`src/rtl/axil_lite_master.sv`:
```
// Single-outstanding AXI4-Lite initiator: turns one valid/ready command into one
// AXI4-Lite write or read and returns the slave's response on a valid/ready port.
module axil_lite_master #(
  parameter int ADDR_W = 32
) (
  input  logic              M_AXI_ACLK,
  input  logic              M_AXI_ARESETN,
  input  logic              cmd_valid,
  output logic              cmd_ready,
  input  logic              cmd_write,
  input  logic [ADDR_W-1:0] cmd_addr,
  input  logic [31:0]       cmd_wdata,
  input  logic [3:0]        cmd_wstrb,
  output logic              rsp_valid,
  input  logic              rsp_ready,
  output logic              rsp_write,
  output logic [31:0]       rsp_rdata,
  output logic [1:0]        rsp_resp,
  output logic [ADDR_W-1:0] M_AXI_AWADDR,
  output logic [2:0]        M_AXI_AWPROT,
  output logic              M_AXI_AWVALID,
  input  logic              M_AXI_AWREADY,
  output logic [31:0]       M_AXI_WDATA,
  output logic [3:0]        M_AXI_WSTRB,
  output logic              M_AXI_WVALID,
  input  logic              M_AXI_WREADY,
  input  logic [1:0]        M_AXI_BRESP,
  input  logic              M_AXI_BVALID,
  output logic              M_AXI_BREADY,
  output logic [ADDR_W-1:0] M_AXI_ARADDR,
  output logic [2:0]        M_AXI_ARPROT,
  output logic              M_AXI_ARVALID,
  input  logic              M_AXI_ARREADY,
  input  logic [31:0]       M_AXI_RDATA,
  input  logic [1:0]        M_AXI_RRESP,
  input  logic              M_AXI_RVALID,
  output logic              M_AXI_RREADY
);

  typedef enum logic [2:0] {
    IDLE   = 3'd0,
    WRITE  = 3'd1,
    WAIT_B = 3'd2,
    READ   = 3'd3,
    WAIT_R = 3'd4,
    RESP   = 3'd5
  } state_t;

  state_t state_r;
  logic   aw_done_r;
  logic   w_done_r;
  logic   aw_fire_s;
  logic   w_fire_s;

  assign aw_fire_s    = M_AXI_AWVALID & M_AXI_AWREADY;
  assign w_fire_s     = M_AXI_WVALID & M_AXI_WREADY;
  assign cmd_ready    = (state_r == IDLE);
  assign M_AXI_AWPROT = 3'b000;
  assign M_AXI_ARPROT = 3'b000;

  // Transaction FSM; every AXI VALID/READY and response field is a register here.
  always_ff @(posedge M_AXI_ACLK or negedge M_AXI_ARESETN) begin
    if (!M_AXI_ARESETN) begin
      state_r       <= IDLE;
      aw_done_r     <= 1'b0;
      w_done_r      <= 1'b0;
      M_AXI_AWADDR  <= '0;
      M_AXI_AWVALID <= 1'b0;
      M_AXI_WDATA   <= 32'h0000_0000;
      M_AXI_WSTRB   <= 4'h0;
      M_AXI_WVALID  <= 1'b0;
      M_AXI_BREADY  <= 1'b0;
      M_AXI_ARADDR  <= '0;
      M_AXI_ARVALID <= 1'b0;
      M_AXI_RREADY  <= 1'b0;
      rsp_valid     <= 1'b0;
      rsp_write     <= 1'b0;
      rsp_rdata     <= 32'h0000_0000;
      rsp_resp      <= 2'b00;
    end else begin
      case (state_r)
        IDLE: begin
          if (cmd_valid) begin
            if (cmd_write) begin
              M_AXI_AWADDR  <= cmd_addr;
              M_AXI_WDATA   <= cmd_wdata;
              M_AXI_WSTRB   <= cmd_wstrb;
              M_AXI_AWVALID <= 1'b1;
              M_AXI_WVALID  <= 1'b1;
              aw_done_r     <= 1'b0;
              w_done_r      <= 1'b0;
              state_r       <= WRITE;
            end else begin
              M_AXI_ARADDR  <= cmd_addr;
              M_AXI_ARVALID <= 1'b1;
              state_r       <= READ;
            end
          end
        end
        WRITE: begin
          if (aw_fire_s) begin
            M_AXI_AWVALID <= 1'b0;
            aw_done_r     <= 1'b1;
          end
          if (w_fire_s) begin
            M_AXI_WVALID <= 1'b0;
            w_done_r     <= 1'b1;
          end
          // The second handshake may land in this very cycle.
          if ((aw_done_r || aw_fire_s) && (w_done_r || w_fire_s)) begin
            M_AXI_BREADY <= 1'b1;
            state_r      <= WAIT_B;
          end
        end
        WAIT_B: begin
          if (M_AXI_BVALID) begin
            M_AXI_BREADY <= 1'b0;
            rsp_resp     <= M_AXI_BRESP;
            rsp_write    <= 1'b1;
            rsp_rdata    <= 32'h0000_0000;
            rsp_valid    <= 1'b1;
            state_r      <= RESP;
          end
        end
        READ: begin
          if (M_AXI_ARREADY) begin
            M_AXI_ARVALID <= 1'b0;
            M_AXI_RREADY  <= 1'b1;
            state_r       <= WAIT_R;
          end
        end
        WAIT_R: begin
          if (M_AXI_RVALID) begin
            M_AXI_RREADY <= 1'b0;
            rsp_resp     <= M_AXI_RRESP;
            rsp_rdata    <= M_AXI_RDATA;
            rsp_write    <= 1'b0;
            rsp_valid    <= 1'b1;
            state_r      <= RESP;
          end
        end
        RESP: begin
          if (rsp_ready) begin
            rsp_valid <= 1'b0;
            state_r   <= IDLE;
          end
        end
        default: begin
          M_AXI_AWVALID <= 1'b0;
          M_AXI_WVALID  <= 1'b0;
          M_AXI_ARVALID <= 1'b0;
          M_AXI_BREADY  <= 1'b0;
          M_AXI_RREADY  <= 1'b0;
          rsp_valid     <= 1'b0;
          state_r       <= IDLE;
        end
      endcase
    end
  end

endmodule

```
`config.mk`:
```
export PLATFORM = sky130hd
export DESIGN_NAME = axil_lite_master
export DESIGN_NICKNAME = d
export VERILOG_FILES = /design/src/rtl/axil_lite_master.sv
export SDC_FILE = /design/constraint.sdc
export NUM_CORES = 1
export LEC_CHECK = 0
export BUFFER_PORTS_ARGS = -buffer_cell sky130_fd_sc_hd__buf_2
export CORE_UTILIZATION = 47
export DETAILED_ROUTE_END_ITERATION = 8
export GPL_ROUTABILITY_DRIVEN = 0
export PLACE_DENSITY = 0.8
export SYNTH_ARGS = -nofsm -noshare
export SYNTH_HDL_FRONTEND = slang
export SYNTH_SLANG_ARGS = --single-unit
```
`constraint.sdc`:
```
create_clock -name M_AXI_ACLK -period 2.35 [get_ports M_AXI_ACLK]
set_clock_uncertainty 0.15 [all_clocks]
set_input_delay 0.235 -clock M_AXI_ACLK [delete_from_list [all_inputs] [get_ports M_AXI_ACLK]]
set_output_delay 0.235 -clock M_AXI_ACLK [all_outputs]
set_load 0.02 [all_outputs]
```
# After elaboration in Yosys (flattened, before gate mapping)
# Cells that the tools add are included.
word_totals:
  elab_cells: 103
  reg_bits: 146
  output_inout_bits: 148
  in_bits: 114
op_classes:
  bitwise_logic: 8
  reduce_logical: 23
  eq_ne: 15
  mux: 41
op_table:
  columns: ["cell", "count"]
  rows:
  - ["2-to-1 mux 32 bit", 2]
  - ["one-hot mux 32 bit (2 select lines)", 1]
  - ["AND reduction 4 bit", 6]
  - ["2-to-1 mux 1 bit", 18]
  - ["2-to-1 mux 3 bit", 6]
  - ["inequality test 2 bit (second input constant)", 9]
  - ["one-hot mux 3 bit (6 select lines)", 1]
  - ["OR reduction 4 bit", 4]
  - ["one-hot mux 1 bit (3 select lines)", 5]
  - ["AND reduction 3 bit", 5]
  - ["equality test 3 x 2 -> 1 bit (second input constant)", 2]
  - ["equality test 3 bit (second input constant)", 2]
  - ["2-to-1 mux 2 bit", 3]
  - ["NOT 1 bit", 6]
  - ["one-hot mux 1 bit (2 select lines)", 3]
  - ["AND reduction 6 bit", 1]
  - ["one-hot mux 1 bit (4 select lines)", 1]
  - ["one-hot mux 2 bit (2 select lines)", 1]
  - ["nonzero test 2 bit", 2]
  - ["equality test 3 x 1 -> 1 bit (second input constant)", 1]
  - ["zero test 3 bit", 1]
  - ["OR reduction 3 bit", 1]
  - ["bitwise AND 1 bit", 2]
  - ["logical OR 1 bit", 2]
  - ["2 further kinds", 2]

# Depth between registers and ports, before layout
# Gate-level depths: netlist of run 1.
logic_depth:
  depth_word: 5
  mapped_depth: 7
  depth_no_buf: 4

# Least setup slack after synthesis of run 1
# No wires, ideal clock.
synth_timing:
  path_type: "reg2reg"
  startpoint: "register state_r[0]"
  endpoint: "register M_AXI_AWADDR[23]"
  setup_slack_ns: 0.380
  stages_incl_launch_ff: 7
  period_less_slack_ns: 1.970
  n_path_buf: 3
  arrival_ns: 1.695
  setup_time_ns: 0.125
  cell_sequence: "dfrtp_1 nor3_2 and3_1 buf_6 buf_6 buf_8 mux2_4"
synth_via:
  elab_chain_cells: 2
synth_rtl:
  columns: ["item", "line_no", "text"]
  rows:
  - ["start: declaration", "49", "state_t state_r;"]
  - ["start signal: assignment", "64", "state_r <= IDLE;"]
  - ["start signal: assignment", "92", "state_r <= WRITE;"]
  - ["start signal: assignment", "96", "state_r <= READ;"]
  - ["zero test 3 bit", null, null]
  - ["net cmd_ready", "9", "output logic cmd_ready,"]
  - ["AND reduction 3 bit (no line)", null, null]
  - ["end signal: assignment", "85", "M_AXI_AWADDR <= cmd_addr;"]
  - ["end: declaration", "19", "output logic [ADDR_W-1:0] M_AXI_AWADDR,"]
# The timed path passes the listed nets, and every way through them passes these cells.
# A chain may end at the register's enable or synchronous reset.

# Final worst setup path of run 1
layout_timing:
  startpoint: "register state_r[1]"
  endpoint: "register rsp_resp[1]"
layout_via:
  elab_chain_cells: 3
  elab_cells_between_ends: 7
layout_rtl:
  columns: ["item", "line_no", "text"]
  rows:
  - ["equality test 3 bit / equality test 3 x 2 -> 1 bit (equally long branches)", "81", "case (state_r)"]
  - ["inequality test 2 bit (no line) / nonzero test 2 bit (equally long branches)", null, null]
  - ["AND reduction 3 bit (no line)", null, null]
  - ["end signal: assignment", "79", "rsp_resp <= 2'b00;"]
  - ["end signal: assignment", "118", "rsp_resp <= M_AXI_BRESP;"]
  - ["end signal: assignment", "135", "rsp_resp <= M_AXI_RRESP;"]
  - ["end: declaration", "18", "output logic [1:0] rsp_resp,"]
# Several ways; a longest one is shown, not always the timed one.

==> metrics.sh, run 1 <==
CLOCK_PIN_SLEW_OF_THE_REGISTERS_ON_THE_WORST_CASE_SETUP_AND_HOLD_PATHS_PS=60
DPL.CELL_COUNT=769
SYNTH.TOP_CELL.AREA_SHARE_PCT=63.53
CP_SLOWEST_CELL='dlygate4sd3_1'
SYNTH-WARNING-COUNT=0
POST-LAYOUT-TOTAL-POWER_mW=12.42
GRT.MET1_USAGE_PCT=29.84
ROUTE.DETAILED.WL_PER_INST_UM=18.84
DETAILROUTE.VIA_COUNT=4688
DETAILEDROUTE.FIRSTITERATIONVIOLATIONS=283
GRT_PASS1_WL_MM=26.41
VIAS_PER_CELL=5.163
YS_FF_LATCH=146
STD_CELL_ROWS=40
TIMING.CRITICAL_PATH.FANOUT_MAX=12
YOSYSTOPAREACELL='dfrtp_1'
MET2_ROUTING_RESOURCE_USAGE_AFTER_GLOBAL_ROUTING_PCT=49.92
SYNTHTOPCELLSBYCOUNT='dfrtp_1, mux2_2, a22o_1'
NUM-NETS-FINAL=861
GRT_USE_TOTAL_PCT=27.84
SYN-MEAN-INSTANCE-AREA_UM2=15.17
OVERFLOW=0
FINALCRITPERIODSHARE_PCT=90.21
EDFF_COUNT_SYNTH=0
CTS.SINKS=146
DIE_AREA_MM2=0.01268
YOSYS.CELL_COUNT.TOP_TYPE='dfrtp_1'
GRT_SETUP_UNREPAIRED='false'
CP-START-KIND='flop'
FLOORPLAN.INITIALDENSITY_PCT=48.08
H-TREE-DEPTH=4
VDD.IR_DROP.WORST_V=0.0008007
DRC_VIOLATION_COUNT_AFTER_ROUTING=0
CORE-AREA_MM2=0.01196
DRT_FIRST_PASS_ITERS=5
INITIAL_ANTENNA_VIOLATION_COUNT=1
GRTUSAGEMET3_PCT=8.477
CRIT_PATH_MAX_INCR_DELAY_PS=560
MAXIMUM_NUMBER_OF_PINS_ON_ONE_NET_BEFORE_GLOBAL_ROUTE_REPAIR=64
CELLLEAKAGEPOWER_nW=4.417
POWER-PER-CELL-AREA_mW_PER_MM2=1404
CTSROOTBUFFERMASTER='clkbuf_16'
CLOCK.FMAX_MHz=471.7
CELL_BY_CELL_LISTING_OF_THE_CRITICAL_PATH='inv_1, nand3_1, mux2i_1, dlygate4sd3_1, o21ai_0'
POST_ROUTE_CELLS_DRIVE_ABOVE_1_SHARE_PCT=52.76
YOSYS.CELL_TYPES.COUNT=36
CTS_INSERTED_BUFFERS=17
SYNTH-ASYNC-RESET-RATIO_PCT=100.0
GRT_PASS1_VIAS=5059
SYN2LAYOUT_AREA_GROWTH_PCT=53.85
SYNTH.AREA.TOP_CELLS='dfrtp_1, mux2_2, mux2_4'
CP.ARRIVAL_PS=2250
OUTCOME='complete, no violations'
PERIOD_NEEDED_PS=2120
CP.REQUIRED_PS=2480
CTS_BUFFER_DEPTH=2
NETLIST_INSTANCES=379
MAPPEDNETLISTAREA_MM2=0.005751
REPORT.FINAL.SETUP_VIOL=0
CHIP_WIDTH_UM=112.6
SYNTH-SEQ-AREA-SHARE_PCT=63.53
ANTENNA_LEFT=0
MIN-DELAY-PATH-CLASS='in2reg'
TIMING.SLEW.HEADROOM_PCT=61.27
IO_BUFFER_COUNT=255
GLOBAL_ROUTE.PEAK_USAGE_LAYER='met2'
DP_HPWL_MM=9.883
TIMING.FINAL.MAX_SLEW_VIOLATIONS=0
MAXCAPVIOLCOUNT=0
TIMING.FINAL.HOLD_VIOLATIONS=0
CLK_LATENCY_PS=410
TIMING.CRITICAL_PATH.TO_TYPE='flop'
CRITICALPATHCATEGORY='reg2reg'
TIMING.SETUP.TNS_PS=0
SYNTH-MAIN-FF-CELL='dfrtp_1'
TRITONCTS_CLOCK_TREE='done'
FIN_CELLS=908
DIE_HEIGHT_UM=112.6
BOUNDARYPINS=262
ROUTE.FINAL.WIRE_LENGTH_MM=17.11
WORST_PIN_SLEW_PS=580.9
-- kinds of logic (layout without fill, tap and decap cells) --
kind of cell,count (synthesis),in the layout,synth area share (%)
buffers and inverters,35,411,4.003
other,1,7,0.06521
DFF,146,146,63.53
muxes,102,102,21.24
AOI/OAI and AO/OA,69,69,8.747
and+or+nand+nor,26,26,2.415
-- final cells by class --
type / instances / area [um^2]
antenna: 1 / 2.502
clock buffer: 23 / 478.0
clock inverter: 9 / 151.4
fill: 726 / 3114
inverter: 6 / 22.52
multi-input combinational: 203 / 1897
sequential: 146 / 3654
tap: 147 / 183.9
timing repair buffer: 373 / 2459
-- final timing paths --
kind	cells after the start	startpoint	end	slack [ps]
setup / recovery	5	state_r[1]$_DFFE_PN0P_	rsp_resp[1]$_DFFE_PN0P_	230
hold / removal	3	M_AXI_WREADY	w_done_r$_DFFE_PN0P_	20
setup reg to reg	5	state_r[1]$_DFFE_PN0P_	rsp_resp[1]$_DFFE_PN0P_	230
hold reg to reg	2	rsp_resp[1]$_DFFE_PN0P_	rsp_resp[1]$_DFFE_PN0P_	330
max in group asynchronous	3	M_AXI_ARESETN	M_AXI_AWADDR[7]$_DFFE_PN0P_	1080
min in group asynchronous	2	M_AXI_ARESETN	M_AXI_AWADDR[18]$_DFFE_PN0P_	240
-- placed cells by master (no fill, tap or decap), types with 4 or more instances in the layout --
| cell | count |
|---|---|
| dlygate4sd3_1 | 106 |
| buf_4 | 10 |
| conb_1 | 6 |
| buf_2 | 254 |
| o21ai_0 | 12 |
| inv_1 | 6 |
| a22o_1 | 32 |
| dfrtp_1 | 146 |
| mux2_2 | 80 |
| mux2_4 | 20 |
| nand2_1 | 10 |
| clkbuf_16 | 17 |
| bufinv_16 | 4 |
| a21oi_1 | 11 |
-- through the flow --
step,utilization (%),area [um^2],setup WS [ps],hold WS [ps]
after global routing,73.96,8847,104.8,25.03
after detailed placement,59.81,7154,419.8,105.3
after CTS,73.94,8845,249.2,5.091
after floorplan,-,5769,379.5,-210.6
after global placement,59.81,7154,470.3,88.76
final,73.96,8847,230.0,15.83
-- critical path, delay by kind of cell, from the launching register on --
family,cells,cell delay (ps)
DFF,1,490
and+or+nand+nor,1,210
muxes,1,200
buffers and inverters,2,870
AOI/OAI and AO/OA,1,70
-- flip-flops by register name (all words and copies together) (netlist names) --
name and cells:
rsp_rdata 32, M_AXI_ARADDR 32, rsp_valid 1, rsp_write 1, state_r 3, M_AXI_WDATA 32
w_done_r 1, M_AXI_WVALID 1, M_AXI_RREADY 1, M_AXI_AWVALID 1, M_AXI_BREADY 1, M_AXI_ARVALID 1
rsp_resp 2, aw_done_r 1, M_AXI_AWADDR 32, M_AXI_WSTRB 4
-- layer usage --
| metal | vias to the layer above | share of wire [%] |
|---|---|---|
| li1 | 2094 | - |
| met1 | 2308 | 37 |
| met2 | 249 | 53 |
| met3 | 37 | 7.7 |
| met4 | 0 | 2.8 |
| met5 | - | 0 |
-- power breakdown --
group / switching (mW) / internal [mW]
clock: 0.999 / 1.86
sequential: 0.730 / 3.69
combinational: 2.95 / 2.19
-- repair_timing --
item,4_1_cts,5_1_grt
hold endpoints to repair,194,0
gates resized for setup,0,0
buffers inserted,0,0
hold buffers,106,0
endpoints found under the setup margin,0,0
Power figures use the tool's default switching activity.
==> run 2: changes to the inputs <==
- CTS_CLUSTER_SIZE: unset -> 25
- PLACE_DENSITY: 0.8 -> unset
- PLACE_DENSITY_LB_ADDON: unset -> 0.25
==> run 2 against run 1 <==
- hold slack better by 48 ps
- clock power shrank 4%
- fmax decreased by 1.1%
- core utilization rose by 0.25 points
- routed wire length shrank 6.5%
- die area unchanged
- largest cell class unchanged
==> metrics.sh, run 2 (synthesized netlist as in run 1, its figures left out) <==
OUTCOME='complete, no violations'
FINALCRITPERIODSHARE_PCT=91.24
DIODE_COUNT=0
CRITICALPATHCATEGORY='reg2reg'
GRT_PASS1_WL_MM=25.65
MAXCAPVIOLCOUNT=0
FIN_CELLS=908
CELLLEAKAGEPOWER_nW=4.430
ROUTE.DETAILED.WL_PER_INST_UM=17.61
CTS.SINKS=146
COMBINATIONALPOWERSHARE_PCT=42.0
INTERNAL_POWER_mW=7.661
DETAILEDROUTE.FIRSTITERATIONVIOLATIONS=185
DP_HPWL_MM=10.14
POWER.SEQUENTIAL.FRACTION_PCT=35.5
TIMING.SETUP.TNS_PS=0
NUM-NETS-FINAL=863
ROUTE.FINAL.WIRE_LENGTH_MM=15.99
CTSROOTBUFFERMASTER='clkbuf_16'
TIMING.CRITICAL_PATH.FANOUT_MAX=12
POST_ROUTE_CELLS_DRIVE_ABOVE_1_SHARE_PCT=52.96
POWER-PER-CELL-AREA_mW_PER_MM2=1380
DPL.CELL_COUNT=769
CP.ARRIVAL_PS=2270
CP.REQUIRED_PS=2480
CLOCK_PIN_SLEW_OF_THE_REGISTERS_ON_THE_WORST_CASE_SETUP_AND_HOLD_PATHS_PS=60
CHIP_WIDTH_UM=112.6
CLK_LATENCY_PS=410
CLKPWRFRAC_PCT=22.4
POST_CTS_BUFFERS=0
DRC_VIOLATION_COUNT_AFTER_ROUTING=0
PERIOD_NEEDED_PS=2144
GRT_SETUP_UNREPAIRED='false'
DETAILROUTE.VIA_COUNT=4651
BOUNDARYPINS=262
POWER.NET_SWITCHING_mW=4.592
DIE_HEIGHT_UM=112.6
MIN-DELAY-PATH-CLASS='in2reg'
CTS_BUFFER_DEPTH=2
GRT_USE_TOTAL_PCT=26.50
SYN2LAYOUT_AREA_GROWTH_PCT=54.37
GRT_PASS1_VIAS=5039
TIMING.CRITICAL_PATH.TO_TYPE='flop'
POWER.SWITCHING_FRACTION_PCT=37.48
LAYOUT_COMMONEST_CELL='buf_2'
OVERFLOW=0
H-TREE-DEPTH=4
CTS_INSERTED_BUFFERS=17
IO_BUFFER_COUNT=255
CORE-AREA_MM2=0.01196
CLOCK.FMAX_MHz=466.4
CTS-HOLD-FIX-BUFFERS=108
MOST-COMMON-LAYOUT-CELLS='buf_2, dfrtp_1, dlygate4sd3_1'
TIMING.FINAL.HOLD_VIOLATIONS=0
INITIAL_ANTENNA_VIOLATION_COUNT=0
CP-START-KIND='flop'
ANTENNA_LEFT=0
VDD.IR_DROP.WORST_V=0.0007040
TRITONCTS_CLOCK_TREE='done'
DRT_FIRST_PASS_ITERS=5
CTS_REPAIR_RESIZE_COUNT=0
MAXIMUM_NUMBER_OF_PINS_ON_ONE_NET_BEFORE_GLOBAL_ROUTE_REPAIR=58
FLOORPLAN.INITIALDENSITY_PCT=48.08
VIAS_PER_CELL=5.122
DIE_AREA_MM2=0.01268
STD_CELL_ROWS=40
REPORT.FINAL.SETUP_VIOL=0
TIMING.FINAL.MAX_SLEW_VIOLATIONS=0
## run 2: cell count changes in the layout (fill, tap and decap cells not counted), sizes merged
cell,previous run,this run
bufinv,4,2
dlygate4sd3,106,108
diode,1,0
clkbuf,23,24
## run 2: power by group through the flow
stage / combinational (mW) / sequential, mW / clock (mW)
detailed placement: 4.97 / 4.34 / 0
CTS: 5.14 / 4.34 / 2.80
global route: 5.47 / 4.49 / 2.92
floorplan: 1.80 / 5.71 / 0
finish: 5.15 / 4.36 / 2.75
global placement: 4.85 / 4.28 / 0
## run 2: path summary, 6_finish.rpt
| path | to | start | slack (ps) | depth (start not counted) |
|---|---|---|---|---|
| worst max-delay path | rsp_resp[1]$_DFFE_PN0P_ | state_r[1]$_DFFE_PN0P_ | 210 | 6 |
| worst min-delay path | w_done_r$_DFFE_PN0P_ | cmd_write | 60 | 4 |
| worst max register to register | rsp_resp[1]$_DFFE_PN0P_ | state_r[1]$_DFFE_PN0P_ | 210 | 6 |
| worst min register to register | rsp_resp[1]$_DFFE_PN0P_ | rsp_resp[1]$_DFFE_PN0P_ | 340 | 2 |
| max in group asynchronous | rsp_rdata[5]$_DFFE_PN0P_ | M_AXI_ARESETN | 1240 | 3 |
| min in group asynchronous | M_AXI_ARADDR[5]$_DFFE_PN0P_ | M_AXI_ARESETN | 170 | 2 |
## run 2: per-layer routing
metal  global-route usage [%]  share of wire (%)  vias up
met3                    7.559                6.9       29
met2                    48.31                 53      207
met5                        0                  0        -
met1                    29.15                 39     2326
li1                         -                  -     2089
met4                    10.04                1.8        0
## run 2: stage by stage
stage | power (mW) | worst slack (ps) | hold WS (ps) | area, um^2 | util, %
6_report | 12.25 | 205.8 | 63.75 | 8877 | 74.22
5_1_grt | 12.89 | 70.29 | 89.29 | 8877 | 74.22
4_1_cts | 12.27 | 210.5 | 35.92 | 8877 | 74.22
3_5_place_dp | 9.315 | 421.4 | 20.38 | 7179 | 60.02
3_3_place_gp | 9.124 | 473.9 | 19.04 | 7179 | 60.02
2_1_floorplan | 7.504 | 379.5 | -210.6 | 5769 | -
## run 2: area by class of cell
| type | count | area, um^2 |
|---|---|---|
| tap | 147 | 183.9 |
| sequential | 146 | 3654 |
| clock buffer | 24 | 521.8 |
| inverter | 6 | 22.52 |
| multi-input combinational | 203 | 1897 |
| clock inverter | 7 | 95.09 |
| fill | 734 | 3084 |
| timing repair buffer | 375 | 2504 |
## run 2: critical path: stages (launching register included)
cell           delay [ps]
dfrtp_1               400
buf_4                 180
inv_1                 250
nand3_1               200
mux2i_1               180
dlygate4sd3_1         570
o21ai_0                80
==> run 3: changes to the inputs <==
- ABC_AREA: unset -> 1
- CELL_PAD_IN_SITES_DETAIL_PLACEMENT: unset -> 1
- CELL_PAD_IN_SITES_GLOBAL_PLACEMENT: unset -> 1
- CORE_UTILIZATION: 47 -> 34
==> run 3 against run 2 <==
- power up 0.96%
- largest power group unchanged
- count of clock-buffer cells in the layout decreased by 2
- fmax increased by 8.5%
- largest cell class unchanged
- highest routed layer unchanged
==> metrics.sh, run 3 <==
POWER.NET_SWITCHING_mW=5.344
HOLD_PATH_END='rsp_resp[0]$_DFFE_PN0P_'
FLOORPLAN.INITIALDENSITY_PCT=34.67
CORE-AREA_MM2=0.01718
CTS_INSERTED_BUFFERS=17
YS_FF_LATCH=146
POST-LAYOUT-TOTAL-POWER_mW=12.37
POST_ROUTE_CELLS_DRIVE_ABOVE_1_SHARE_PCT=28.93
CRIT_PATH_MAX_INCR_DELAY_PS=500
SYNTH.AREA.TOP_CELLS='dfrtp_1, nand2_1, inv_1'
WORST_PIN_SLEW_PS=627.7
STD_CELL_ROWS=48
LAYOUT_COMMONEST_CELL='nand2_1'
GRT_PASS1_WL_MM=32.80
TRITONCTS_CLOCK_TREE='done'
EDFF_COUNT_SYNTH=0
TIMING.SETUP.TNS_PS=0
CRITICAL_PATH.STARTPOINT='state_r[0]$_DFFE_PN0P_'
POWER.SEQUENTIAL.FRACTION_PCT=35.1
YOSYS.CELL_COUNT.TOP_TYPE='nand2_1'
DETAILROUTE.VIA_COUNT=5884
FF2FF_SETUP_SLACK_PS=370
FILLERS=2110
GRT_USE_TOTAL_PCT=23.51
DRC_VIOLATION_COUNT_AFTER_ROUTING=0
SYNTH-ASYNC-RESET-RATIO_PCT=100.0
SYNTH.TOP_CELL.AREA_SHARE_PCT=61.34
CP.ARRIVAL_PS=2170
CP_SLOWEST_CELL='dfrtp_1'
POWER.SWITCHING_FRACTION_PCT=43.20
DRT_FIRST_PASS_ITERS=4
CTS_BUFFER_DEPTH=2
DIE_AREA_MM2=0.01805
CLOCK.FMAX_MHz=505.8
REPORT.FINAL.SETUP_VIOL=0
CTS-HOLD-FIX-BUFFERS=103
SYNTH-WARNING-COUNT=0
SYNTH-MAIN-FF-CELL='dfrtp_1'
TIMING.REG2REG.WORST_PATH_DEPTH=8
ROUTE.DETAILED.WL_PER_INST_UM=15.89
MIN-DELAY-PATH-CLASS='in2reg'
CLKPWRFRAC_PCT=22.5
TIMING.CRITICAL_PATH.FANOUT_MAX=39
TIMING.SLEW.HEADROOM_PCT=58.09
MAPPEDNETLISTAREA_MM2=0.005956
WORST_SLACK_PS=372.9
DIODE_COUNT=0
POWER-PER-CELL-AREA_mW_PER_MM2=1367
NUM-NETS-FINAL=1169
MAXIMUM_NUMBER_OF_PINS_ON_ONE_NET_BEFORE_GLOBAL_ROUTE_REPAIR=59
SYN2LAYOUT_AREA_GROWTH_PCT=51.95
TIMING.CRITICAL_PATH.TO_TYPE='flop'
MAXCAPVIOLCOUNT=0
MULTIINPUTGATEAREA_MM2=0.001894
CTS_REPAIR_RESIZE_COUNT=0
H-TREE-DEPTH=4
DETAILEDROUTE.FIRSTITERATIONVIOLATIONS=173
GRT_SETUP_UNREPAIRED='false'
VIAS_PER_CELL=4.551
CRITICALPATHCATEGORY='reg2reg'
CELL_BY_CELL_LISTING_OF_THE_CRITICAL_PATH='nor2_4, nand2_2, inv_2, nand2_2, nor2_4, buf_4, nand2_1, nand2_1'
YOSYSTOPAREACELL='dfrtp_1'
BOUNDARYPINS=262
RR_STARTPOINT='state_r[0]$_DFFE_PN0P_'
OVERFLOW=0
GRT_PASS1_VIAS=6356
INTERNAL_POWER_mW=7.026
SYNTHTOPCELLSBYCOUNT='nand2_1, dfrtp_1, inv_1'
FINALCRITPERIODSHARE_PCT=84.13
ANTENNA_LEFT=0
FF_LATCH_AREA_MM2=0.003654
CP.REQUIRED_PS=2550
OUTCOME='complete, no violations'
CP-START-KIND='flop'
ROUTE.FINAL.WIRE_LENGTH_MM=20.55
CLK_LATENCY_PS=420
INITIAL_ANTENNA_VIOLATION_COUNT=0
SYN-MEAN-INSTANCE-AREA_UM2=8.545
YOSYS.CELL_TYPES.COUNT=21
DIE_HEIGHT_UM=134.4
COMBINATIONALPOWERSHARE_PCT=42.3
DP_HPWL_MM=12.77
TIMING.FINAL.MAX_SLEW_VIOLATIONS=0
MIN_DELAY_PATH_DEPTH=5
IO_BUFFER_COUNT=255
CLOCK_PIN_SLEW_OF_THE_REGISTERS_ON_THE_WORST_CASE_SETUP_AND_HOLD_PATHS_PS=60
PERIOD_NEEDED_PS=1977
PRECTSSETUPSLACK_PS=391.5
FIN_UTIL_PCT=52.69
CTS.SINKS=146
SYNTH-SEQ-AREA-SHARE_PCT=61.34
CELLLEAKAGEPOWER_nW=5.242
MOST-COMMON-LAYOUT-CELLS='nand2_1, buf_2, dfrtp_1'
CHIP_WIDTH_UM=134.4
POST_CTS_BUFFERS=0
VDD.IR_DROP.WORST_V=0.0005838
CTSROOTBUFFERMASTER='clkbuf_16'
REGTOREGENDPOINT='M_AXI_WDATA[23]$_DFFE_PN0P_'
NETLIST_INSTANCES=697
WORSTHOLDSTART='M_AXI_RRESP[0]'
TIMING.FINAL.HOLD_VIOLATIONS=0
==> run 3: changes by cell type in the layout (fill, tap and decap cells not counted), moves of 5 or more <==
cell / before / now
mux2_4: 20 / 0
nor2_1: 3 / 13
o21ai_0: 12 / 29
a22o_1: 32 / 0
inv_2: 0 / 5
nand4_1: 1 / 6
inv_1: 6 / 48
nand2_1: 10 / 382
a21oi_1: 11 / 1
dlygate4sd3_1: 108 / 103
o21ai_1: 0 / 10
nand3_1: 1 / 13
mux2_2: 80 / 0
==> run 3: metal layers <==
layer / GRT usage [%] / vias up / routed length [um]
met5: 0 / - / 0
met1: 27.35 / 2860 / 8532
met2: 42.11 / 184 / 10410
li1: - / 2819 / -
met4: 6.742 / 0 / 295
met3: 6.500 / 21 / 1313
==> run 3: layout make-up <==
type | count | area share [%]
sequential | 146 | 40.37
timing repair buffer | 368 | 26.67
multi-input combinational | 469 | 20.93
clock buffer | 22 | 5.350
tap | 225 | 3.111
inverter | 53 | 2.198
clock inverter | 10 | 1.369
==> run 3: how the worst max path moves through the flow <==
stage	depth (start not counted)	slack, ps	end
2_1_floorplan	10	710	M_AXI_ARADDR[10]$_DFFE_PN0P_
3_3_place_gp	7	440	state_r[0]$_DFFE_PN0P_
3_5_place_dp	7	390	M_AXI_ARADDR[31]$_DFFE_PN0P_
4_1_cts	8	370	M_AXI_ARADDR[5]$_DFFE_PN0P_
5_1_grt	8	170	M_AXI_WDATA[23]$_DFFE_PN0P_
6_report	8	370	M_AXI_WDATA[23]$_DFFE_PN0P_
==> run 3: cell families (layout without fill, tap and decap cells) <==
logic type | count (synthesis) | count (layout) | synth area share, %
compound gates | 41 | 41 | 3.508
other cells | 1 | 6 | 0.06296
buf+inv | 87 | 453 | 7.164
flops | 146 | 146 | 61.34
simple gates | 422 | 422 | 27.92
==> run 3: critical path: cells and delay by family (launching register included) <==
kind	cells	cell delay, ps
and+or+nand+nor	6	730
buffers and inverters	2	510
DFF	1	500
==> run 3: per-stage QoR <==
step | std cells | hold WS (ps) | cell area (um^2)
6_report | 1293 | 37.55 | 9050
5_1_grt | 1293 | 60.45 | 9050
4_1_cts | 1293 | 32.36 | 9050
2_1_floorplan | 702 | -210.6 | 5974
3_3_place_gp | 1158 | 103.0 | 7411
3_5_place_dp | 1158 | 94.01 | 7411
==> run 3: power by group through the flow <==
stage          clock network, mW  registers, mW  logic (mW)
4_1_cts                     2.86           4.32        5.22
3_5_place_dp                   0           4.34        5.08
2_1_floorplan                  0           5.70        1.84
5_1_grt                     2.94           4.51        5.78
6_report                    2.79           4.35        5.24
3_3_place_gp                   0           4.31        4.96
